### config.mk
export PLATFORM = sky130hd
export DESIGN_NAME = qoa_slice_sequencer
export DESIGN_NICKNAME = d
export VERILOG_FILES = /design/src/rtl/qoa_slice_sequencer.sv
export SDC_FILE = /design/constraint.sdc
export NUM_CORES = 1
export LEC_CHECK = 0
export CAP_MARGIN = 20
export CORE_ASPECT_RATIO = 1.1
export CORE_MARGIN = 2
export CORE_UTILIZATION = 61
export CTS_CLUSTER_SIZE = 25
export DETAILED_ROUTE_END_ITERATION = 16
export PLACE_DENSITY = 0.84
export SYNTH_ARGS = -nofsm -noshare
export SYNTH_HDL_FRONTEND = slang
export SYNTH_SLANG_ARGS = --single-unit
### constraint.sdc
create_clock -name clk -period 8.76 [get_ports clk]
set_clock_uncertainty 0.15 [all_clocks]
set_input_delay 1.752 -clock clk [delete_from_list [all_inputs] [get_ports clk]]
set_output_delay 1.752 -clock clk [all_outputs]
set_load 0.03 [all_outputs]
### src/rtl/qoa_slice_sequencer.sv
// Sequencer between the SPI byte stream and the QOA decoder: parses host commands,
// loads LMS state, unpacks 64-bit slices into residuals and returns samples as byte pairs.
module qoa_slice_sequencer (
    input  logic        clk,
    input  logic        rst,
    input  logic        rx_valid,
    input  logic [7:0]  rx_byte,
    output logic        lms_wr,
    output logic [2:0]  lms_idx,
    output logic [15:0] lms_data,
    output logic        dec_valid,
    output logic [3:0]  dec_sf,
    output logic [2:0]  dec_res,
    input  logic        dec_done,
    input  logic [15:0] dec_sample,
    output logic        tx_valid,
    output logic [7:0]  tx_byte,
    input  logic        tx_ready,
    output logic        busy,
    output logic        rx_overrun
);

    localparam int unsigned NUM_RES = 20;
    localparam int unsigned RES_W   = 3;
    localparam int unsigned BODY_W  = NUM_RES * RES_W;

    localparam logic [2:0] S_IDLE       = 3'd0;
    localparam logic [2:0] S_LMS_LOAD   = 3'd1;
    localparam logic [2:0] S_SLICE_LOAD = 3'd2;
    localparam logic [2:0] S_DEC        = 3'd3;
    localparam logic [2:0] S_SEND_HI    = 3'd4;
    localparam logic [2:0] S_SEND_LO    = 3'd5;

    localparam logic [7:0] CMD_CLR   = 8'h00;
    localparam logic [7:0] CMD_LMS   = 8'h01;
    localparam logic [7:0] CMD_SLICE = 8'h02;

    localparam logic [4:0] LAST_RES  = 5'(NUM_RES - 1);

    logic [2:0]        r_state,     w_state;
    logic [3:0]        r_cnt,       w_cnt;
    logic [7:0]        r_hi,        w_hi;
    logic [BODY_W-1:0] r_slice,     w_slice;
    logic [4:0]        r_ridx,      w_ridx;
    logic [7:0]        r_sample_lo, w_sample_lo;
    logic              r_lms_wr,    w_lms_wr;
    logic [2:0]        r_lms_idx,   w_lms_idx;
    logic [15:0]       r_lms_data,  w_lms_data;
    logic              r_dec_valid, w_dec_valid;
    logic [3:0]        r_dec_sf,    w_dec_sf;
    logic              r_tx_valid,  w_tx_valid;
    logic [7:0]        r_tx_byte,   w_tx_byte;
    logic              r_busy,      w_busy;
    logic              r_overrun,   w_overrun;

    // Slice body register: the current residual always sits in the top three bits,
    // so it doubles as the registered dec_res output. During loading it holds the
    // low 60 bits of the byte shift; the scale factor is peeled off on the last byte.
    always_ff @(posedge clk or posedge rst) begin
        if (rst) begin
            r_state     <= S_IDLE;
            r_cnt       <= 4'd0;
            r_hi        <= 8'd0;
            r_slice     <= '0;
            r_ridx      <= 5'd0;
            r_sample_lo <= 8'd0;
            r_lms_wr    <= 1'b0;
            r_lms_idx   <= 3'd0;
            r_lms_data  <= 16'd0;
            r_dec_valid <= 1'b0;
            r_dec_sf    <= 4'd0;
            r_tx_valid  <= 1'b0;
            r_tx_byte   <= 8'd0;
            r_busy      <= 1'b0;
            r_overrun   <= 1'b0;
        end else begin
            r_state     <= w_state;
            r_cnt       <= w_cnt;
            r_hi        <= w_hi;
            r_slice     <= w_slice;
            r_ridx      <= w_ridx;
            r_sample_lo <= w_sample_lo;
            r_lms_wr    <= w_lms_wr;
            r_lms_idx   <= w_lms_idx;
            r_lms_data  <= w_lms_data;
            r_dec_valid <= w_dec_valid;
            r_dec_sf    <= w_dec_sf;
            r_tx_valid  <= w_tx_valid;
            r_tx_byte   <= w_tx_byte;
            r_busy      <= w_busy;
            r_overrun   <= w_overrun;
        end
    end

    always_comb begin
        w_state     = r_state;
        w_cnt       = r_cnt;
        w_hi        = r_hi;
        w_slice     = r_slice;
        w_ridx      = r_ridx;
        w_sample_lo = r_sample_lo;
        w_lms_wr    = 1'b0;
        w_lms_idx   = r_lms_idx;
        w_lms_data  = r_lms_data;
        w_dec_valid = r_dec_valid;
        w_dec_sf    = r_dec_sf;
        w_tx_valid  = r_tx_valid;
        w_tx_byte   = r_tx_byte;
        w_overrun   = r_overrun;

        case (r_state)
            S_IDLE: begin
                if (rx_valid) begin
                    case (rx_byte)
                        CMD_CLR:   w_overrun = 1'b0;
                        CMD_LMS: begin
                            w_state = S_LMS_LOAD;
                            w_cnt   = 4'd0;
                        end
                        CMD_SLICE: begin
                            w_state = S_SLICE_LOAD;
                            w_cnt   = 4'd0;
                        end
                        default: ;
                    endcase
                end
            end
            S_LMS_LOAD: begin
                if (rx_valid) begin
                    w_cnt = r_cnt + 4'd1;
                    if (!r_cnt[0]) begin
                        w_hi = rx_byte;
                    end else begin
                        w_lms_wr   = 1'b1;
                        w_lms_idx  = r_cnt[3:1];
                        w_lms_data = {r_hi, rx_byte};
                        if (r_cnt == 4'd15) begin
                            w_state = S_IDLE;
                        end
                    end
                end
            end
            S_SLICE_LOAD: begin
                if (rx_valid) begin
                    w_cnt   = r_cnt + 4'd1;
                    w_slice = {r_slice[BODY_W-9:0], rx_byte};
                    if (r_cnt == 4'd7) begin
                        w_dec_sf    = r_slice[BODY_W-5:BODY_W-8];
                        w_ridx      = 5'd0;
                        w_dec_valid = 1'b1;
                        w_state     = S_DEC;
                    end
                end
            end
            S_DEC: begin
                if (rx_valid) begin
                    w_overrun = 1'b1;
                end
                if (dec_done && r_dec_valid) begin
                    w_sample_lo = dec_sample[7:0];
                    w_dec_valid = 1'b0;
                    w_tx_valid  = 1'b1;
                    w_tx_byte   = dec_sample[15:8];
                    w_state     = S_SEND_HI;
                end
            end
            S_SEND_HI: begin
                if (rx_valid) begin
                    w_overrun = 1'b1;
                end
                if (tx_ready) begin
                    w_tx_byte = r_sample_lo;
                    w_state   = S_SEND_LO;
                end
            end
            S_SEND_LO: begin
                if (rx_valid) begin
                    w_overrun = 1'b1;
                end
                if (tx_ready) begin
                    w_tx_valid = 1'b0;
                    if (r_ridx == LAST_RES) begin
                        w_state = S_IDLE;
                    end else begin
                        w_ridx      = r_ridx + 5'd1;
                        w_slice     = {r_slice[BODY_W-RES_W-1:0], {RES_W{1'b0}}};
                        w_dec_valid = 1'b1;
                        w_state     = S_DEC;
                    end
                end
            end
            default: w_state = S_IDLE;
        endcase

        w_busy = (w_state != S_IDLE);
    end

    assign lms_wr     = r_lms_wr;
    assign lms_idx    = r_lms_idx;
    assign lms_data   = r_lms_data;
    assign dec_valid  = r_dec_valid;
    assign dec_sf     = r_dec_sf;
    assign dec_res    = r_slice[BODY_W-1:BODY_W-RES_W];
    assign tx_valid   = r_tx_valid;
    assign tx_byte    = r_tx_byte;
    assign busy       = r_busy;
    assign rx_overrun = r_overrun;

endmodule
==> results of run 1 <==
==> area by class of cell <==
cell class | instances | area (µm²) | share of cell area (%)
sequential | 124 | 3103 | 42.74
multi-input combinational | 393 | 2638 | 36.33
timing repair buffer | 73 | 715.7 | 9.857
clock buffer | 21 | 469.2 | 6.462
clock inverter | 11 | 163.9 | 2.257
tap | 117 | 146.4 | 2.016
inverter | 6 | 25.02 | 0.3446
==> per-stage QoR <==
stage                     power (mW)  setup slack (ns)
after floorplan                1.685             3.559
after global placement         1.914             4.182
after detailed placement       1.964             4.054
after CTS                      2.721             4.592
after global routing           2.857             4.417
final                          2.707             4.562
==> path summary, 6_finish.rpt <==
| path | startpoint | end | slack (ns) | cells past startpoint |
|---|---|---|---|---|
| max | rx_valid | r_slice[31]$_DFFE_PP0P_ | 4.56 | 6 |
| min | tx_byte[6]$_DFFE_PP0P_ | tx_byte[6]$_DFFE_PP0P_ | 0.34 | 2 |
| max reg2reg | r_state[1]$_DFF_PP0_ | r_slice[31]$_DFFE_PP0P_ | 5.68 | 5 |
| min reg2reg | tx_byte[6]$_DFFE_PP0P_ | tx_byte[6]$_DFFE_PP0P_ | 0.34 | 2 |
| max in group asynchronous | rst | r_slice[13]$_DFFE_PP0P_ | 5.61 | 3 |
| min in group asynchronous | rst | r_slice[55]$_DFFE_PP0P_ | 1.54 | 2 |
==> kinds of logic (layout without fill, tap and decap cells) <==
logic type	count (synthesis)	after routing	synth area share, %
simple gates	239	239	17.24
flops	124	124	51.71
compound gates	104	104	17.26
mux	46	46	8.445
buf+inv	46	111	4.629
fa+ha+maj	2	2	0.4169
xor+xnor	2	2	0.2920
==> cell usage after synthesis (2+ instances only) <==
cell type / number
mux2i_1: 9
a21o_1: 2
buf_6: 6
nor2_2: 4
o21ai_0: 12
and4bb_1: 2
and3_1: 2
a22o_1: 3
nand4_1: 2
nor3b_1: 3
o21ai_1: 3
nand2b_1: 3
buf_2: 15
or3_1: 3
mux2_2: 22
a21boi_1: 2
a31oi_2: 57
a32oi_1: 2
buf_4: 8
dfrtp_1: 124
a31o_1: 2
nor2b_1: 3
and3b_1: 2
nor2_1: 63
ha_1: 2
o2bb2ai_1: 2
inv_1: 6
clkbuf_1: 9
nand2_1: 132
o31ai_1: 2
a21oi_1: 8
nand3b_1: 2
nor4b_1: 2
mux2_1: 15
or4_1: 2
nand3_1: 10
==> layer usage <==
| metal | up-vias | share of wire, % | wire length (µm) |
|---|---|---|---|
| met3 | 25 | 4.5 | 569 |
| met1 | 2169 | 41 | 5249 |
| met4 | 0 | 2.3 | 289 |
| met2 | 118 | 52 | 6546 |
| met5 | - | 0 | 0 |
| li1 | 2059 | - | - |
==> state kept, by name, summed over array words and instances (netlist names) <==
signal       cells
lms_idx          3
lms_wr           1
lms_data        16
rx_overrun       1
busy             1
dec_valid        1
r_slice         60
r_cnt            4
tx_byte          8
dec_sf           4
r_sample_lo      8
r_state          3
tx_valid         1
r_ridx           5
r_hi             8
==> power breakdown <==
part           switching [mW]  internal [mW]  total, mW
clock                   0.244          0.490      0.735
sequential              0.187          0.807      0.995
combinational           0.557          0.420      0.977
total                   0.989           1.72       2.71
==> critical path, cell delays in order <==
cell and delay, ns:
clkdlybuf4s50_1 0.63, and4bb_1 0.45, a31o_4 0.47, buf_4 0.82, nor2_1 0.15, a31oi_2 0.19
==> flow_metrics.env, run 1 <==
export IMPL_fin_crit_sh_pct=47.92
export IMPL_fmax_mhz=238.2
export IMPL_drive_gt1_share_pct=20.22
export IMPL_hold_viol_final=0
export IMPL_min_path_type="flop to flop"
export IMPL_insertion_delay_ns=0.52
export IMPL_core_mm2=0.009444
export IMPL_grt_met3_usage_pct=7.369
export IMPL_cts_buffers_inserted=17
export IMPL_syn_inst=563
export IMPL_cts_root_buf="clkbuf_8"
export IMPL_fin_util_pct=76.88
export IMPL_row_count=37
export IMPL_synth_top_area_cell="dfrtp_1"
export IMPL_p_leak_nw=2.990
export IMPL_yosysUniqueCellTypes=53
export IMPL_grt_pass1_vias=4347
export IMPL_final_common_cell="nand2_1"
export IMPL_fp_dieW_um=98.57
export IMPL_tns_ns=0
export IMPL_cts_hold_buffers_added=0
export IMPL_synth_edff_count=0
export IMPL_arrival_ns=4.48
export IMPL_grt_ovfl_total=0
export IMPL_nets=646
export IMPL_dp_hpwl_mm=7.953
export IMPL_max_slew_margin_rel_pct=31.87
export IMPL_synth_top_area_share_pct=51.71
export IMPL_fin_crit_ns=4.198
export IMPL_pin_count=68
export IMPL_wire_per_inst_um=16.99
export IMPL_worstSetupPathType="input port to flop"
export IMPL_cp_end_kind="flop"
export IMPL_dieArea_mm2=0.01065
export IMPL_power_per_cell_area_mw_per_mm2=372.8
export IMPL_cp_required_ns=9.05
export IMPL_finalInstanceArea_mm2=0.007261
export IMPL_area_growth_pct=21.00
export IMPL_grt_usage_pct=25.29
export IMPL_placed_cells=713
export IMPL_ant_nets=0
export IMPL_synth_flop_cell="dfrtp_1"
export IMPL_antenna_cells=0
export IMPL_viasPerCell=5.867
export IMPL_yosys_top_cells_area="dfrtp_1 52%, a31oi_2 12%, nand2_1 8.3%"
export IMPL_drc=0
export IMPL_use_met1_pct=30.94
export IMPL_grt_setup_unrepaired="false"
export IMPL_synthArstFlopShare_pct=100.0
export IMPL_drv_slew=0
export IMPL_grt_max_degree=80
export IMPL_yosys_warnings=0
export IMPL_grt_pass1_wl_mm=21.19
export IMPL_cts_clk_slew_worst_paths_ns=0.06
export IMPL_initial_core_util_pct=63.54
export IMPL_gp_congestion=0.7945
export IMPL_cts_resized=0
export IMPL_start_kind="input port"
export IMPL_met2_usage_pct=42.71
export IMPL_drt_iter0_markers=298
export IMPL_placed_area_mm2=0.006620
export IMPL_nFillCells=604
export IMPL_vdd_drop_max_mv=0.2465
export IMPL_vias=4371
export IMPL_timing_worst_slew_pin_value_ns=1.019
export IMPL_clock_path_buffers=2
export IMPL_io_buffers=67
export IMPL_syn_area_mm2=0.006001
export IMPL_drv_cap=0
export IMPL_report_final_setup_viol=0
export IMPL_clkSinkCount=124
export IMPL_drtPass1Iterations=5
export IMPL_ys_seq_elements=124
export IMPL_avgSynthCellArea_um2=10.66
export IMPL_synth_seq_area_share_pct=51.71
export IMPL_finalWirelength_mm=12.65
export IMPL_cts_tree="built"
export IMPL_synthesis_nets=594
export IMPL_hold_worst_slack_ns=0.3364
export IMPL_cp_max_fo=79
export IMPL_cts_htree_levels=4
export IMPL_finalNonFillerCells=745
export IMPL_status="complete, no violations"
export IMPL_final_cell_mix="132 x nand2_1, 124 x dfrtp_1, 67 x clkdlybuf4s50_1"
export IMPL_post_cts_buffers=0
export IMPL_grt_busiest_layer="met2"
export IMPL_antenna_found_initial=0
export IMPL_die_h_um=108.0
No activity file was read; power rests on OpenSTA's default activity.
==> run 2: changes to the inputs <==
--- a/config.mk
+++ b/config.mk
@@ -8,10 +8,10 @@
 export CAP_MARGIN = 20
 export CORE_ASPECT_RATIO = 1.1
 export CORE_MARGIN = 2
-export CORE_UTILIZATION = 61
+export CORE_UTILIZATION = 56
 export CTS_CLUSTER_SIZE = 25
 export DETAILED_ROUTE_END_ITERATION = 16
-export PLACE_DENSITY = 0.84
+export PLACE_DENSITY = 0.78
 export SYNTH_ARGS = -nofsm -noshare
 export SYNTH_HDL_FRONTEND = slang
 export SYNTH_SLANG_ARGS = --single-unit
==> constraint.sdc (replaced) <==
create_clock -name clk -period 4.1 [get_ports clk]
set_clock_uncertainty 0.15 [all_clocks]
set_input_delay 0.82 -clock clk [delete_from_list [all_inputs] [get_ports clk]]
set_output_delay 0.82 -clock clk [all_outputs]
set_load 0.03 [all_outputs]
==> run 2 against run 1 <==
Hold slack lost 0.0046 ns. Global-route usage shrank 2.3 points. Flip-flop and latch count is the same. Die area grew 8.6%. Utilization shrank 5.6 points.
==> flow_metrics.env, run 2 (same netlist as run 1, synthesis figures left out) <==
export IMPL_status="complete, no violations"
export IMPL_grt_setup_unrepaired="false"
export IMPL_drt_iter0_markers=226
export IMPL_top_register="r_slice"
export IMPL_placed_area_mm2=0.006701
export IMPL_finalNonFillerCells=775
export IMPL_p_seq_share_pct=35.8
export IMPL_rrSetupSlack_ns=1.84
export IMPL_pin_count=68
export IMPL_p_leak_nw=3.028
export IMPL_viasPerCell=5.614
export IMPL_area_growth_pct=23.39
export IMPL_fin_crit_sh_pct=61.92
export IMPL_p_clk_share_pct=29.1
export IMPL_min_path_type="flop to flop"
export IMPL_drive_gt1_share_pct=20.41
export IMPL_core_mm2=0.01039
export IMPL_cts_tree="built"
export IMPL_wire_per_inst_um=15.59
export IMPL_cts_clk_slew_worst_paths_ns=0.06
export IMPL_vdd_drop_max_mv=0.5441
export IMPL_cts_hold_buffers_added=0
export IMPL_insertion_delay_ns=0.41
export IMPL_fin_util_pct=71.24
export IMPL_die_h_um=112.6
export IMPL_gp_congestion=0.7446
export IMPL_arrival_ns=2.71
export IMPL_grt_max_degree=76
export IMPL_drtPass1Iterations=4
export IMPL_antenna_cells=0
export IMPL_cts_root_buf="clkbuf_16"
export IMPL_placed_cells=742
export IMPL_largest_register_ffs=60
export IMPL_ant_nets=0
export IMPL_fin_ws_ns=1.561
export IMPL_fin_total_pwr_mw=5.916
export IMPL_drv_slew=0
export IMPL_swShare_pct=35.27
export IMPL_cts_buffers_inserted=17
export IMPL_hold_worst_slack_ns=0.3319
export IMPL_io_buffers=67
export IMPL_vias=4351
export IMPL_nets=650
export IMPL_clkSinkCount=124
export IMPL_cp_required_ns=4.27
export IMPL_pwr_share_comb_pct=35.1
export IMPL_cp_max_fo=75
export IMPL_drv_cap=0
export IMPL_start_kind="input port"
export IMPL_antenna_found_initial=0
export IMPL_grt_pass1_wl_mm=20.98
export IMPL_max_slew_margin_rel_pct=40.30
export IMPL_worstSetupPathType="input port to flop"
export IMPL_finalWirelength_mm=12.08
export IMPL_report_final_setup_viol=0
export IMPL_fp_dieW_um=102.7
export IMPL_tns_ns=0
export IMPL_grt_pass1_vias=4568
export IMPL_post_cts_buffers=0
export IMPL_timing_worst_slew_pin_value_ns=0.8956
export IMPL_initial_core_util_pct=57.73
export IMPL_clock_path_buffers=2
export IMPL_p_switching_mw=2.087
export IMPL_hold_viol_final=0
export IMPL_fmax_mhz=393.9
export IMPL_cp_end_kind="flop"
export IMPL_final_cell_mix="132 x nand2_1, 124 x dfrtp_1, 67 x clkdlybuf4s50_1"
export IMPL_dp_hpwl_mm=7.546
export IMPL_grt_ovfl_total=0
export IMPL_drc=0
export IMPL_fin_crit_ns=2.539
export IMPL_grt_usage_pct=22.96
export IMPL_cts_resized=0
export IMPL_cts_htree_levels=4
export IMPL_dp_slack_ns=1.170
export IMPL_row_count=39
export IMPL_power_per_cell_area_mw_per_mm2=799.0
export IMPL_final_common_cell="nand2_1"
export IMPL_finalInstanceArea_mm2=0.007405
export IMPL_p_int_mw=3.830
export IMPL_dieArea_mm2=0.01156
-- run 2: path summary, 6_finish.rpt --
kind,cells past startpoint,endpoint,from
min,1,tx_valid$_DFFE_PP0P_,tx_valid$_DFFE_PP0P_
min reg2reg,1,tx_valid$_DFFE_PP0P_,tx_valid$_DFFE_PP0P_
max,6,r_slice[55]$_DFFE_PP0P_,rx_valid
max in group asynchronous,3,r_slice[28]$_DFFE_PP0P_,rst
min in group asynchronous,3,r_sample_lo[4]$_DFFE_PP0P_,rst
max reg2reg,5,r_slice[55]$_DFFE_PP0P_,r_state[1]$_DFF_PP0_
-- run 2: final cells by class --
cell class              instances  area [µm²]
fillers                       736        2989
multi-input cells             393        2630
flip-flops and latches        124        3103
inverters                       6       26.28
clock inverters                11       212.7
well taps                     143       178.9
clock buffers                  21       470.5
repair buffers                 77       783.3
-- run 2: routing by layer --
metal | vias to the layer above | global-route usage, % | part of all wire (%)
li1 | 2070 | - | -
met1 | 2164 | 29.70 | 44
met2 | 93 | 36.82 | 51
met5 | - | 0 | 0
met3 | 24 | 5.853 | 3.7
met4 | 0 | 9.156 | 1.9
-- run 2: power groups by stage --
stage / Combinational [mW] / Clock (mW) / Sequential [mW]
6_report: 2.08 / 1.72 / 2.12
5_1_grt: 2.28 / 1.80 / 2.18
4_1_cts: 2.10 / 1.73 / 2.12
3_5_place_dp: 2.07 / 0 / 2.12
3_3_place_gp: 2.01 / 0 / 2.10
2_1_floorplan: 1.31 / 0 / 2.28
-- run 2: critical path, stage by stage --
cell and delay [ns]:
clkdlybuf4s50_1 0.61, and4bb_1 0.44, a31o_4 0.18, buf_12 0.34, nor2_1 0.11, a31oi_2 0.17
==> run 3: changes to the inputs <==
--- a/config.mk
+++ b/config.mk
@@ -8,10 +8,10 @@
 export CAP_MARGIN = 20
 export CORE_ASPECT_RATIO = 1.1
 export CORE_MARGIN = 2
-export CORE_UTILIZATION = 56
+export CORE_UTILIZATION = 51
 export CTS_CLUSTER_SIZE = 25
 export DETAILED_ROUTE_END_ITERATION = 16
-export PLACE_DENSITY = 0.78
+export PLACE_DENSITY = 0.74
 export SYNTH_ARGS = -nofsm -noshare
 export SYNTH_HDL_FRONTEND = slang
 export SYNTH_SLANG_ARGS = --single-unit
==> constraint.sdc (replaced) <==
create_clock -name clk -period 2.23 [get_ports clk]
set_clock_uncertainty 0.15 [all_clocks]
set_input_delay 0.446 -clock clk [delete_from_list [all_inputs] [get_ports clk]]
set_output_delay 0.446 -clock clk [all_outputs]
set_load 0.03 [all_outputs]
==> run 3 against run 2 <==
Design area rose by 3.0%. Largest power group is now combinational logic. Total power rose by 86%. Combinational power is 94% higher. Utilization shrank 4.9 points. Sequential share of layout area shrank 1.2 points. Flip-flop and latch count is the same. First-iteration DRC count down 3.1%. Via count grew 1.6%. Count of clock-buffer cells in the layout fell by 3.
==> flow_metrics.env, run 3 (same netlist as run 1, synthesis figures left out) <==
export IMPL_cts_tree="built"
export IMPL_cp_max_fo=6
export IMPL_min_path_type="flop to flop"
export IMPL_wire_per_inst_um=15.21
export IMPL_clock_path_buffers=2
export IMPL_vdd_drop_max_mv=0.9094
export IMPL_nFillCells=870
export IMPL_max_slew_margin_rel_pct=68.68
export IMPL_core_mm2=0.01149
export IMPL_viasPerCell=5.500
export IMPL_post_cts_buffers=0
export IMPL_fin_total_pwr_mw=11.02
export IMPL_fp_dieW_um=107.4
export IMPL_slowest_delay_ns=0.71
export IMPL_crit_chain="clkdlybuf4s50_1"
export IMPL_fin_crit_sh_pct=96.90
export IMPL_cts_clk_slew_worst_paths_ns=0.05
export IMPL_top_register="r_slice"
export IMPL_power_per_cell_area_mw_per_mm2=1445
export IMPL_ant_nets=0
export IMPL_cts_root_buf="clkbuf_16"
export IMPL_cts_hold_buffers_added=0
export IMPL_finalInstanceArea_mm2=0.007626
export IMPL_arrival_ns=1.56
export IMPL_fin_util_pct=66.37
export IMPL_worstSetupPathType="flop to output pin"
export IMPL_path_depth=1
export IMPL_drt_iter0_markers=219
export IMPL_clkSinkCount=124
export IMPL_cpLargestDelayFamily="buffers and inverters"
export IMPL_finalNonFillerCells=804
export IMPL_drv_slew=0
export IMPL_cts_htree_levels=4
export IMPL_grt_max_degree=65
export IMPL_gp_congestion=0.8015
export IMPL_antenna_cells=0
export IMPL_antenna_found_initial=0
export IMPL_drv_cap=0
export IMPL_drc=0
export IMPL_cts_buffers_inserted=17
export IMPL_largest_register_ffs=60
export IMPL_area_growth_pct=27.09
export IMPL_die_h_um=117.8
export IMPL_min_path_cells=2
export IMPL_final_cell_mix="132 x nand2_1, 124 x dfrtp_1, 67 x clkdlybuf4s50_1"
export IMPL_tns_ns=0
export IMPL_vias=4422
export IMPL_fin_crit_ns=2.161
export IMPL_row_count=41
export IMPL_initial_core_util_pct=52.22
export IMPL_cts_resized=0
export IMPL_drtPass1Iterations=4
export IMPL_slowest_stage="clkdlybuf4s50_1"
export IMPL_dp_hpwl_mm=8.093
export IMPL_fmax_mhz=462.8
export IMPL_report_final_setup_viol=0
export IMPL_insertion_delay_ns=0.42
export IMPL_timing_worst_slew_pin_value_ns=0.4635
export IMPL_p_leak_nw=3.150
export IMPL_nets=672
export IMPL_dieArea_mm2=0.01265
export IMPL_pin_count=68
export IMPL_cp_required_ns=1.63
export IMPL_placed_cells=772
export IMPL_hold_viol_final=0
export IMPL_grt_usage_pct=21.20
export IMPL_multi_input_area_mm2=0.002630
export IMPL_io_buffers=67
export IMPL_r2r_cells=5
export IMPL_cp_end_kind="output pin"
export IMPL_cp_num_buf_inv=1
export IMPL_area_sequential_mm2=0.003103
export IMPL_status="complete, no violations"
export IMPL_grt_ovfl_total=0
export IMPL_grt_setup_unrepaired="false"
export IMPL_final_common_cell="nand2_1"
export IMPL_drive_gt1_share_pct=23.24
export IMPL_start_kind="flop"
export IMPL_grt_pass1_vias=4558
export IMPL_finalWirelength_mm=12.23
export IMPL_placed_area_mm2=0.006945
export IMPL_grt_pass1_wl_mm=21.50
run 3: final cells by class:
cell class / count / area share [%]
Inverter: 6 / 0.3445
Tap cell: 150 / 2.461
Multi-Input combinational cell: 393 / 34.49
Clock buffer: 18 / 5.759
Clock inverter: 14 / 3.167
Sequential cell: 124 / 40.69
Timing Repair Buffer: 99 / 13.09
run 3: final timing paths:
| path | start | to | slack, ns |
|---|---|---|---|
| setup / recovery | dec_valid$_DFFE_PP0P_ | dec_valid | 0.07 |
| hold / removal | tx_byte[5]$_DFFE_PP0P_ | tx_byte[5]$_DFFE_PP0P_ | 0.33 |
| setup reg to reg | r_ridx[0]$_DFFE_PP0P_ | busy$_DFF_PP0_ | 0.12 |
| hold reg to reg | tx_byte[5]$_DFFE_PP0P_ | tx_byte[5]$_DFFE_PP0P_ | 0.33 |
| max in group asynchronous | rst | r_slice[10]$_DFFE_PP0P_ | 1.29 |
| min in group asynchronous | rst | tx_byte[1]$_DFFE_PP0P_ | 0.34 |
run 3: per-layer routing:
metal  routed length [µm]  track usage (%)  vias up
met5                    0                0        -
met2                 6042            33.66       83
met3                  516            6.035       26
li1                     -                -     2114
met4                  219            6.971        0
met1                 5447            28.07     2199
run 3: tightest hold or removal path, delay by kind of cell, from the launching register on:
kind | cells | cell delay [ns]
and+or+nand+nor | 1 | 0.04
AOI/OAI and AO/OA | 1 | 0.06
DFF | 1 | 0.34
run 3: stage by stage:
step                      hold WS [ns]  setup slack, ns
after floorplan                 0.3041           0.1087
after global placement          0.3153         -0.04985
after detailed placement        0.3194         -0.09729
after CTS                       0.3361          0.06055
after global routing            0.3598          0.03151
final                           0.3297          0.06918
run 3: report_power, final:
part	internal [mW]	switching, mW
Clock	2.13	1.02
Sequential	3.17	0.660
Combinational	1.82	2.21
Total	7.12	3.90
